`src/rtl/hazard_if.sv`:
```
// D-stage hazard query bundle between the decode stage and the hazard scheduler.
// The master drives D-stage operand/destination info; the slave returns stall/forward selects.
interface hazard_if;
  logic [4:0] d_rs;
  logic [4:0] d_rt;
  logic [1:0] d_tuse_rs;
  logic [1:0] d_tuse_rt;
  logic [4:0] d_dst;
  logic [1:0] d_tnew;
  logic       d_wen;
  logic       d_md_start;
  logic       d_md_div;
  logic       d_md_use;
  logic       stall;
  logic [1:0] fwd_d_rs;
  logic [1:0] fwd_d_rt;
  logic [1:0] fwd_e_rs;
  logic [1:0] fwd_e_rt;
  logic       md_busy;

  modport master (
    output d_rs, d_rt, d_tuse_rs, d_tuse_rt, d_dst, d_tnew, d_wen,
           d_md_start, d_md_div, d_md_use,
    input  stall, fwd_d_rs, fwd_d_rt, fwd_e_rs, fwd_e_rt, md_busy
  );

  modport slave (
    input  d_rs, d_rt, d_tuse_rs, d_tuse_rt, d_dst, d_tnew, d_wen,
           d_md_start, d_md_div, d_md_use,
    output stall, fwd_d_rs, fwd_d_rt, fwd_e_rs, fwd_e_rt, md_busy
  );
endinterface

```
`src/rtl/hazard_ctrl.sv`:
```
// GRF hazard scheduler for the 5-stage MIPS core: Tuse/Tnew stall plus D/E forward selects.
// Define MDU_STALL_EN to add the mult/div busy counter and its HI/LO stall.
module hazard_ctrl #(
  parameter int MULT_CYCLES = 5,
  parameter int DIV_CYCLES  = 10,
  parameter int CNT_W       = 4
) (
  input  logic     clk,
  input  logic     reset,
  hazard_if.slave  hz
);

  // _p0 = E, _p1 = M, _p2 = W; vld_pN is the record's GRF write enable
  logic [4:0] dst_p0, dst_p1, dst_p2;
  logic [1:0] tnew_p0, tnew_p1, tnew_p2;
  logic       vld_p0, vld_p1, vld_p2;
  logic [4:0] rs_p0, rt_p0;

  logic stall, stall_rs, stall_rt, stall_md, md_busy;
  logic e_hit_rs, e_hit_rt, m_hit_rs, m_hit_rt;
  logic me_hit_rs, me_hit_rt, we_hit_rs, we_hit_rt;

  function automatic logic [1:0] tnew_dec(input logic [1:0] t);
    return (t == 2'd0) ? 2'd0 : t - 2'd1;
  endfunction

  function automatic logic hit(input logic vld, input logic [4:0] dst, input logic [4:0] r);
    return (r != 5'd0) && vld && (dst == r);
  endfunction

  function automatic logic need_stall(input logic eh, input logic [1:0] et,
                                      input logic mh, input logic [1:0] mt,
                                      input logic [1:0] tuse);
    return (eh && (et > tuse)) || (mh && (mt > tuse));
  endfunction

  // The nearest matching stage decides; a not-yet-ready E result blocks the older M value.
  function automatic logic [1:0] d_src(input logic eh, input logic [1:0] et,
                                       input logic mh, input logic [1:0] mt);
    if (eh)                      return (et == 2'd0) ? 2'd1 : 2'd0;
    else if (mh && mt == 2'd0)   return 2'd2;
    else                         return 2'd0;
  endfunction

  function automatic logic [1:0] e_src(input logic mh, input logic [1:0] mt, input logic wh);
    if (mh && mt == 2'd0) return 2'd1;
    else if (wh)          return 2'd2;
    else                  return 2'd0;
  endfunction

  // D -> E record capture; a stall injects a bubble
  always_ff @(posedge clk) begin
    if (reset) begin
      dst_p0 <= '0; tnew_p0 <= '0; vld_p0 <= 1'b0; rs_p0 <= '0; rt_p0 <= '0;
      dst_p1 <= '0; tnew_p1 <= '0; vld_p1 <= 1'b0;
      dst_p2 <= '0; tnew_p2 <= '0; vld_p2 <= 1'b0;
    end else begin
      if (stall) begin
        dst_p0 <= '0; tnew_p0 <= '0; vld_p0 <= 1'b0; rs_p0 <= '0; rt_p0 <= '0;
      end else begin
        dst_p0  <= hz.d_dst;
        tnew_p0 <= hz.d_tnew;
        vld_p0  <= hz.d_wen;
        rs_p0   <= hz.d_rs;
        rt_p0   <= hz.d_rt;
      end
      // E -> M -> W, Tnew counting down toward availability
      dst_p1  <= dst_p0;  tnew_p1 <= tnew_dec(tnew_p0); vld_p1 <= vld_p0;
      dst_p2  <= dst_p1;  tnew_p2 <= tnew_dec(tnew_p1); vld_p2 <= vld_p1;
    end
  end

  always_comb begin
    e_hit_rs  = hit(vld_p0, dst_p0, hz.d_rs);
    e_hit_rt  = hit(vld_p0, dst_p0, hz.d_rt);
    m_hit_rs  = hit(vld_p1, dst_p1, hz.d_rs);
    m_hit_rt  = hit(vld_p1, dst_p1, hz.d_rt);
    me_hit_rs = hit(vld_p1, dst_p1, rs_p0);
    me_hit_rt = hit(vld_p1, dst_p1, rt_p0);
    we_hit_rs = hit(vld_p2, dst_p2, rs_p0);
    we_hit_rt = hit(vld_p2, dst_p2, rt_p0);
    stall_rs  = need_stall(e_hit_rs, tnew_p0, m_hit_rs, tnew_p1, hz.d_tuse_rs);
    stall_rt  = need_stall(e_hit_rt, tnew_p0, m_hit_rt, tnew_p1, hz.d_tuse_rt);
    stall     = stall_rs | stall_rt | stall_md;
  end

  assign hz.stall    = stall;
  assign hz.fwd_d_rs = d_src(e_hit_rs, tnew_p0, m_hit_rs, tnew_p1);
  assign hz.fwd_d_rt = d_src(e_hit_rt, tnew_p0, m_hit_rt, tnew_p1);
  assign hz.fwd_e_rs = e_src(me_hit_rs, tnew_p1, we_hit_rs);
  assign hz.fwd_e_rt = e_src(me_hit_rt, tnew_p1, we_hit_rt);
  assign hz.md_busy  = md_busy;

`ifdef MDU_STALL_EN
  logic [CNT_W-1:0] cnt;

  // A new op only issues when not stalled, so it always loads from cnt==0
  always_ff @(posedge clk) begin
    if (reset)
      cnt <= '0;
    else if (hz.d_md_start && !stall)
      cnt <= hz.d_md_div ? CNT_W'(DIV_CYCLES) : CNT_W'(MULT_CYCLES);
    else if (cnt != '0)
      cnt <= cnt - 1'b1;
  end

  assign md_busy  = (cnt != '0);
  assign stall_md = hz.d_md_use && md_busy;
`else
  logic unused_md;
  assign unused_md = ^{hz.d_md_start, hz.d_md_div, hz.d_md_use};
  assign md_busy   = 1'b0;
  assign stall_md  = 1'b0;
`endif

endmodule

```
`src/flat_wrapper.sv`:
```
// flat-port wrapper written by rule: the top's interface ports become plain ports
module hazard_ctrl_flat 
#(
  parameter int MULT_CYCLES = 5,
  parameter int DIV_CYCLES  = 10,
  parameter int CNT_W       = 4
)
  (clk, reset, hz_d_rs, hz_d_rt, hz_d_tuse_rs, hz_d_tuse_rt, hz_d_dst, hz_d_tnew, hz_d_wen, hz_d_md_start, hz_d_md_div, hz_d_md_use, hz_stall, hz_fwd_d_rs, hz_fwd_d_rt, hz_fwd_e_rs, hz_fwd_e_rt, hz_md_busy);
  hazard_if hz_i ();
  input  logic clk;
  input  logic reset;
  input wire logic [$bits(hz_i.d_rs)-1:0] hz_d_rs;
  input wire logic [$bits(hz_i.d_rt)-1:0] hz_d_rt;
  input wire logic [$bits(hz_i.d_tuse_rs)-1:0] hz_d_tuse_rs;
  input wire logic [$bits(hz_i.d_tuse_rt)-1:0] hz_d_tuse_rt;
  input wire logic [$bits(hz_i.d_dst)-1:0] hz_d_dst;
  input wire logic [$bits(hz_i.d_tnew)-1:0] hz_d_tnew;
  input wire logic [$bits(hz_i.d_wen)-1:0] hz_d_wen;
  input wire logic [$bits(hz_i.d_md_start)-1:0] hz_d_md_start;
  input wire logic [$bits(hz_i.d_md_div)-1:0] hz_d_md_div;
  input wire logic [$bits(hz_i.d_md_use)-1:0] hz_d_md_use;
  output wire logic [$bits(hz_i.stall)-1:0] hz_stall;
  output wire logic [$bits(hz_i.fwd_d_rs)-1:0] hz_fwd_d_rs;
  output wire logic [$bits(hz_i.fwd_d_rt)-1:0] hz_fwd_d_rt;
  output wire logic [$bits(hz_i.fwd_e_rs)-1:0] hz_fwd_e_rs;
  output wire logic [$bits(hz_i.fwd_e_rt)-1:0] hz_fwd_e_rt;
  output wire logic [$bits(hz_i.md_busy)-1:0] hz_md_busy;
  assign hz_i.d_rs = hz_d_rs;
  assign hz_i.d_rt = hz_d_rt;
  assign hz_i.d_tuse_rs = hz_d_tuse_rs;
  assign hz_i.d_tuse_rt = hz_d_tuse_rt;
  assign hz_i.d_dst = hz_d_dst;
  assign hz_i.d_tnew = hz_d_tnew;
  assign hz_i.d_wen = hz_d_wen;
  assign hz_i.d_md_start = hz_d_md_start;
  assign hz_i.d_md_div = hz_d_md_div;
  assign hz_i.d_md_use = hz_d_md_use;
  assign hz_stall = hz_i.stall;
  assign hz_fwd_d_rs = hz_i.fwd_d_rs;
  assign hz_fwd_d_rt = hz_i.fwd_d_rt;
  assign hz_fwd_e_rs = hz_i.fwd_e_rs;
  assign hz_fwd_e_rt = hz_i.fwd_e_rt;
  assign hz_md_busy = hz_i.md_busy;
  hazard_ctrl #(.MULT_CYCLES(MULT_CYCLES), .DIV_CYCLES(DIV_CYCLES), .CNT_W(CNT_W)) u_core (.clk(clk), .reset(reset), .hz(hz_i));
endmodule
```
`config.mk`:
```
export PLATFORM = sky130hd
export DESIGN_NAME = hazard_ctrl_flat
export DESIGN_NICKNAME = d
export VERILOG_FILES = /design/src/rtl/hazard_if.sv /design/src/rtl/hazard_ctrl.sv /design/src/flat_wrapper.sv
export SDC_FILE = /design/constraint.sdc
export NUM_CORES = 1
export LEC_CHECK = 0
export ABC_AREA = 1
export CAP_MARGIN = 20
export CORE_ASPECT_RATIO = 1.1
export CORE_MARGIN = 1
export CORE_UTILIZATION = 55
export DETAILED_ROUTE_END_ITERATION = 10
export GPL_ROUTABILITY_DRIVEN = 0
export GPL_TIMING_DRIVEN = 0
export PLACE_DENSITY = 0.91
export SLEW_MARGIN = 30
export SYNTH_ARGS = -nofsm -noshare
export SYNTH_HDL_FRONTEND = slang
export SYNTH_SLANG_ARGS = --single-unit
```
`constraint.sdc`:
```
create_clock -name clk -period 3.8 [get_ports clk]
set_input_delay 0.38 -clock clk [delete_from_list [all_inputs] [get_ports clk]]
set_output_delay 0.38 -clock clk [all_outputs]
set_load 0.02 [all_outputs]
```
After elaboration in Yosys (flattened, before gate mapping). Index checks and enable logic that the tools add are counted.

$add $sub $neg: 1. Magnitude comparators: 4. Equal/unequal tests: 8. Muxes and demuxes: 9. Bitwise gates (word level): 1. Reductions and logical operators: 34.

Operators with widths (number): $eq 5x5->1 (8); $logic_and 1x1->1 (24); $reduce_bool 5->1 (4); $mux 2 (8); $gt 2x2->1 (4); $logic_not 2->1 (2); $reduce_or 2->1 (2); $logic_or 1x1->1 (2); $sub 2x1->2 const B (1); $mux 1 (1); $or 1x1->1 (1).

Register bits after elaboration: 32. Output and inout bits: 10. Logic and storage cells: 67.

Depth between registers and ports, before layout.
Word-level depth: 7. Gate-level depth with buffers: 12.

Worst setup path after synthesis. Ideal clock, no wire load.

Path type: register -> output. Start point: register u_core.tnew_p1[1]. End point: output port hz_fwd_e_rs[1]. Arrival: 1.657 ns. Required time: 3.420 ns. Path slack: 1.763 ns. Stages on the path, launching flop included: 5. Path through: dfxtp_1 > nor3_1 > nand3_1 > nor4_1 > nor2_1.

Word-level cells in the longest chain between the ends: 3.

Ends and longest elaborated chain: start, declared (RTL line hazard_ctrl.sv:15) `logic [1:0] tnew_p0, tnew_p1, tnew_p2;`; start signal, assigned (RTL line hazard_ctrl.sv:68) `dst_p1 <= dst_p0; tnew_p1 <= tnew_dec(tnew_p0); vld_p1 <= vld_p0;`; $logic_not 2->1; $logic_and 1x1->1 (RTL line hazard_ctrl.sv:46) `if (mh && mt == 2'd0) return 2'd1;`; $mux 2 (RTL line hazard_ctrl.sv:46); end, declared (RTL line flat_wrapper.sv:25) `output wire logic [$bits(hz_i.fwd_e_rs)-1:0] hz_fwd_e_rs;`.

No other way between the ends.

Final worst setup path.
Start point: input port hz_d_tuse_rt[1]. End point: output port hz_stall.

Word-level cells in the longest chain between the ends: 4. Elaborated cells on any way between the ends: 6. Classes of those cells: order compare (2); bitwise (1); reduce/logical (3).

Ends and longest elaborated chain: start, declared (RTL line flat_wrapper.sv:15) `input wire logic [$bits(hz_i.d_tuse_rt)-1:0] hz_d_tuse_rt;`; $gt 2x2->1 (RTL line hazard_ctrl.sv:34) `return (eh && (et > tuse)) || (mh && (mt > tuse));`; $logic_and 1x1->1 (RTL line hazard_ctrl.sv:34); $logic_or 1x1->1 (*) (RTL line hazard_ctrl.sv:34); $or 1x1->1 (*) (RTL line hazard_ctrl.sv:84) `stall = stall_rs | stall_rt | stall_md;`; end, declared (RTL line flat_wrapper.sv:22) `output wire logic [$bits(hz_i.stall)-1:0] hz_stall;`.

Every way passes the cells marked *; elsewhere a longest branch is shown, timed or not.

==> results.md <==
* Clock Pin Slew Worst Setup and Hold Paths at 0.09 ns
* Post-Route Utilization at 71.4%
* First-pass GRT wire length at 7030 um
* Crit Path Max Fanout at 2
* Mux share of post-synthesis cell area at 0%
* Starting Density at 57.1%
* Multi-input gate area at 0.00102 mm2
* Clock root cell: clkbuf_4
* Register area at 641 um2
* Fin nets at 359
* Slew headroom at 64.4%
* Xor/xnor cell area share of the yosys netlist at 3.68%
* Chip width at 58.1 um
* Post-DRT Antenna Nets at 0
* DP Area at 0.00228 mm2
* Starting DRC count in detailed routing at 70
* DRC violations left at 0
* Filler cells at 290
* Yosys Warn Count at 0
* TritonCTS clock tree: built
* Min-delay src: u_core.tnew_p0[0]
* Post-Route Setup TNS at 0 ns
* Wire per inst at 11.3 um
* Share of layout cells above drive strength 1 at 14.2%
* Gr usage total at 25.8%
* Fmax at 0.367 GHz
* Seq/Total Area, Yosys at 33.7%
* Met1 Usage GRT at 26.9%
* Critical Path AT at 2.35 ns
* Post-Syn Area at 0.00190 mm2
* Avg Cell Area, Syn at 6.70 um2
* Worst hold path class: reg -> reg
* # Post-CTS Setup Buffers at 0
* Skew-Pair Late Insertion Delay at 0.34 ns
* Dominant delay contributor by cell family on the critical path: buffers and inverters
* Simple-gate portion of the synthesized area at 37.0%
* Yosys reg bits at 32
* Detailed Place HPWL at 3410 um
* # diodes at 0
* Initial antenna violation count at 0
* Synth Area in Compound Gates at 6.64%
* Largest net degree at the start of global routing at 11
* Main combinational cell family by area after synthesis: simple AND/OR/NAND/NOR gates
* Max Slew Vio Count at 0
* Net Count, Synth at 320
* P_leak at 1.16 nW
* Number of global-route vias before repair at 1,696
* Pwr Total at 802 uW
* Critical path type: in -> out
* Slew @ Worst Pin at 0.534 ns
* Met2 usage at 44.3%
* Critical path's largest stage delay at 0.59 ns
* PwrDens at 337 mW/mm2
* Rows at 22
* First drt pass iteration count at 4
* CP Capture Type: primary output
* Post-DR vias/cell at 4.91
* Startpoint type of the worst setup path: input port
* Port-buffer cells at 32
* Setup violators final at 0
* IO Count at 37
* Critical Path Start: hz_d_tuse_rt[1]
* Htree depth at 2
* Cells after synthesis at 284
* Status: completed
* CP bufs+invs at 4
* RSZ-0062 raised after global routing: no
* Crit path cell chain: clkdlybuf4s50_1, inv_1, ha_1, a21oi_1, a21oi_1, nand3_2, nand2_2, nor2_4, inv_1, clkdlybuf4s50_1
* Area growth from synthesis to layout at 25.0%
* Post-layout minimum cycle time at 2.73 ns
* CTS buffer count at 5
* Synth Area in Adders at 5.92%
* Slowest-stage cell, CP: clkdlybuf4s50_1
* Hold Worst Slack at 0.434 ns
* Skew final at 0.00638 ns
* Post-route cell area at 0.00238 mm2
* Via count at 1,827
* # hold bufs at CTS at 0
* GR Overflow Total at 0
* Fin. Hold Viols at 0
* Maximum clock path buffer count at 2
* Reg2reg start: u_core.tnew_p1[0]
* WL final at 4190 um
* Clock sinks at 32
* WP data required at 3.42 ns
* Resized Gates After CTS at 0
* Period utilisation layout at 71.7%
* Core region area at 0.00333 mm2
* Peak VDD IR at 0.245 mV
* Met3 Use GR at 8.21%
* Max Cap Viol at 0
* Synth unique cells at 26
* Most used routing layer: met2
* Die footprint at 0.00370 mm2
* Chip Height at 63.7 um
per-layer routing:
metal | routed length, um | vias up
met2 | 2140 | 54
met4 | 167 | 0
met1 | 1640 | 812
li1 | - | 944
met5 | 0 | -
met3 | 238 | 17
cells by family (layout without fill, tap and decap cells):
| logic type | count (synthesis) | in the layout |
|---|---|---|
| xor gates and xnor gates | 8 | 8 |
| buffers and inverters | 60 | 100 |
| and+or+nand+nor | 151 | 151 |
| adders and majority gates | 9 | 9 |
| DFF | 32 | 32 |
| other | 1 | 1 |
| AOI/OAI and AO/OA | 23 | 23 |
placed cells by master (no fill, tap or decap), drive strengths merged:
cell / count
xor2: 4
xnor2: 4
nor4: 3
a221oi: 1
nor3: 6
o211ai: 1
clkdlybuf4s50: 32
clkbuf: 8
o22ai: 4
ha: 9
nand3: 13
o21ai: 2
nor2: 56
inv: 57
nand4: 2
a21oi: 15
nand2: 71
buf: 2
bufinv: 1
conb: 1
dfxtp: 32
final cells by class:
| cell class | count | area share [%] |
|---|---|---|
| multi-input combinational | 192 | 42.7 |
| sequential | 32 | 26.9 |
| timing repair buffer | 32 | 13.5 |
| inverter | 57 | 9.00 |
| clock buffer | 7 | 2.74 |
| tap | 48 | 2.53 |
| buffer | 3 | 1.32 |
| clock inverter | 1 | 1.26 |
metrics by stage:
stage	worst slack, ns	std cells
3_5_place_dp	1.13	364
4_1_cts	1.10	372
3_3_place_gp	1.15	364
6_report	1.07	372
5_1_grt	0.978	372
2_1_floorplan	1.76	284
report_power, final:
group / leakage [nW] / switching (mW) / internal (mW) / total, mW
registers: 0.265 / 0.0153 / 0.352 / 0.367
clock network: 0.0515 / 0.113 / 0.174 / 0.287
logic: 0.841 / 0.0814 / 0.0666 / 0.148
Yosys cell counts:
cell | number | share of area [%]
nor3_1 | 6 | 1.6
nor2_4 | 5 | 3.0
a221oi_1 | 1 | 0.46
a21oi_1 | 15 | 3.9
xor2_1 | 4 | 1.8
nand4_1 | 2 | 0.66
o22ai_1 | 4 | 1.3
nor2_2 | 11 | 3.6
nand3_1 | 9 | 2.4
nor4_1 | 3 | 0.99
nand2_4 | 1 | 0.59
nor2_1 | 40 | 7.9
conb_1 | 1 | 0.20
nand2_1 | 67 | 13
buf_4 | 1 | 0.39
inv_1 | 45 | 8.9
ha_1 | 9 | 5.9
nand2_2 | 3 | 0.99
o21ai_0 | 2 | 0.53
xnor2_1 | 4 | 1.8
dfxtp_1 | 32 | 34
inv_2 | 12 | 2.4
clkbuf_1 | 1 | 0.20
o211ai_1 | 1 | 0.39
nand3_2 | 4 | 2.1
buf_12 | 1 | 1.1
state kept, by name, summed over array words and instances, names as in the netlist:
signal,cells
u_core.dst_p0,5
u_core.dst_p1,5
u_core.dst_p2,5
u_core.rs_p0,5
u_core.rt_p0,5
u_core.tnew_p0,2
u_core.tnew_p1,2
u_core.vld_p0,1
u_core.vld_p1,1
u_core.vld_p2,1
path summary, 6_finish.rpt:
check	endpoint	slack, ns	depth (start not counted)
setup / recovery	hz_stall	1.07	10
hold / removal	u_core.tnew_p1[0]	0.43	1
setup reg to reg	u_core.rt_p0[2]	2.18	11
hold reg to reg	u_core.tnew_p1[0]	0.43	1
worst reg2reg max path, stage by stage (launching register included):
cell	delay, ns
dfxtp_1	0.37
inv_1	0.08
ha_1	0.18
inv_1	0.05
a21oi_1	0.05
a21oi_1	0.20
nand3_2	0.11
nand2_2	0.09
nor2_4	0.05
nand2_4	0.12
buf_12	0.17
nor2_2	0.04
(Power assumes the default switching activity.)
==> patch (same settings) <==
The option `MDU_STALL_EN` is turned on by a define.
--- a/src/rtl/hazard_ctrl.sv
+++ b/src/rtl/hazard_ctrl.sv
@@ -2,2 +2,4 @@
 // Define MDU_STALL_EN to add the mult/div busy counter and its HI/LO stall.
+`define MDU_STALL_EN
+
 module hazard_ctrl #(
Behaviour: not the same (a bounded check fails within 4 cycles, from zero or initial values and one cycle with reset high).
==> patch against the original RTL <==
  * Cell count up 6.7%
  * Routed wire length up 14%
  * Cell area is 9.1% higher
  * Worst setup slack worse by 130 ps
  * Die area is 9.5% higher
  * Synthesized area up 9.8%
  * Sequential cell count rose by 4
  * Register-to-register slack lost 230 ps
  * Critical path type unchanged
  * Critical endpoint unchanged
  * Largest cell class unchanged
  * Highest routed layer unchanged
Power is not compared: it rests on default switching activity, and its combinational part moved more than twofold at a synthesized area within 25%.
==> patch: results (changes against the original RTL) <==
Setup WS pre-CTS=975 ps (-154 ps); DP HPWL=3650 um (+7.1%); Met3 Routed Length=234 um (-1.7%); Worst R2R Setup Slack=1950 ps (-230 ps); hold path cells=2 (+1); FF-to-FF End=u_core.rt_p0[0]$_SDFF_PP0_; met3 GRT Util=0.0485 (-0.0336); CTS root buf=clkbuf_8; multi-input gates=212 (+10%); Hold Crit Class=in -> reg; Inverters, non-clock=52 (-8.8%); post-synthesis sequential area ratio=0.345 (+0.00827); final-layout clock buffer total=6 (-1); wire length on met2=2440 um (+14%); Clock-cell share=0.0357 (-0.00430); layout cells sized above 1=0.127 (-0.0152); clock slew at reported path FFs=70 ps (-20 ps); fillcell total=302 (+4.1%); Post-synth top cells=nand2_1, nor2_1, inv_1; met2 Usage GRT=0.466 (+0.0231); vias=2025 (+11%); Netlist cell types=27 (+3.8%); status=complete, no violations; Worst Hold End=u_core.cnt[1]$_SDFFE_PP0P_; multi-input logic area=0.00114 sq mm (+12%); GRT Total Usage=0.269 (+0.0106); Final Skew=3.02 ps (-3.36 ps); beginning of the worst hold path=reset
==> patch: changes by cell type after synthesis, sizes merged, moves of 3 or more <==
cell | before | now
xor2 | 4 | 10
inv | 57 | 52
o21ai | 2 | 8
nor2 | 56 | 59
a21oi | 15 | 12
dfxtp | 32 | 36
==> patch: worst max-delay path by stage <==
stage | start | to | slack [ps] | cells past startpoint
finish | hz_d_tuse_rt[1] | hz_stall | 940 | 10
global route | hz_d_tuse_rt[1] | hz_stall | 840 | 10
floorplan | u_core.vld_p1$_SDFF_PP0_ | hz_fwd_e_rs[1] | 1730 | 5
detailed placement | hz_d_tuse_rt[1] | hz_stall | 980 | 10
global placement | hz_d_tuse_rt[1] | hz_stall | 1000 | 10
CTS | hz_d_tuse_rt[1] | hz_stall | 930 | 10
==> patch: stage by stage <==
step                hold slack [ps]  cells  total power, mW
CTS                             301    397             1.25
detailed placement              413    389            0.967
finish                          311    397             1.25
global placement                406    389            0.951
global route                    320    397             1.34
floorplan                       397    304            0.829
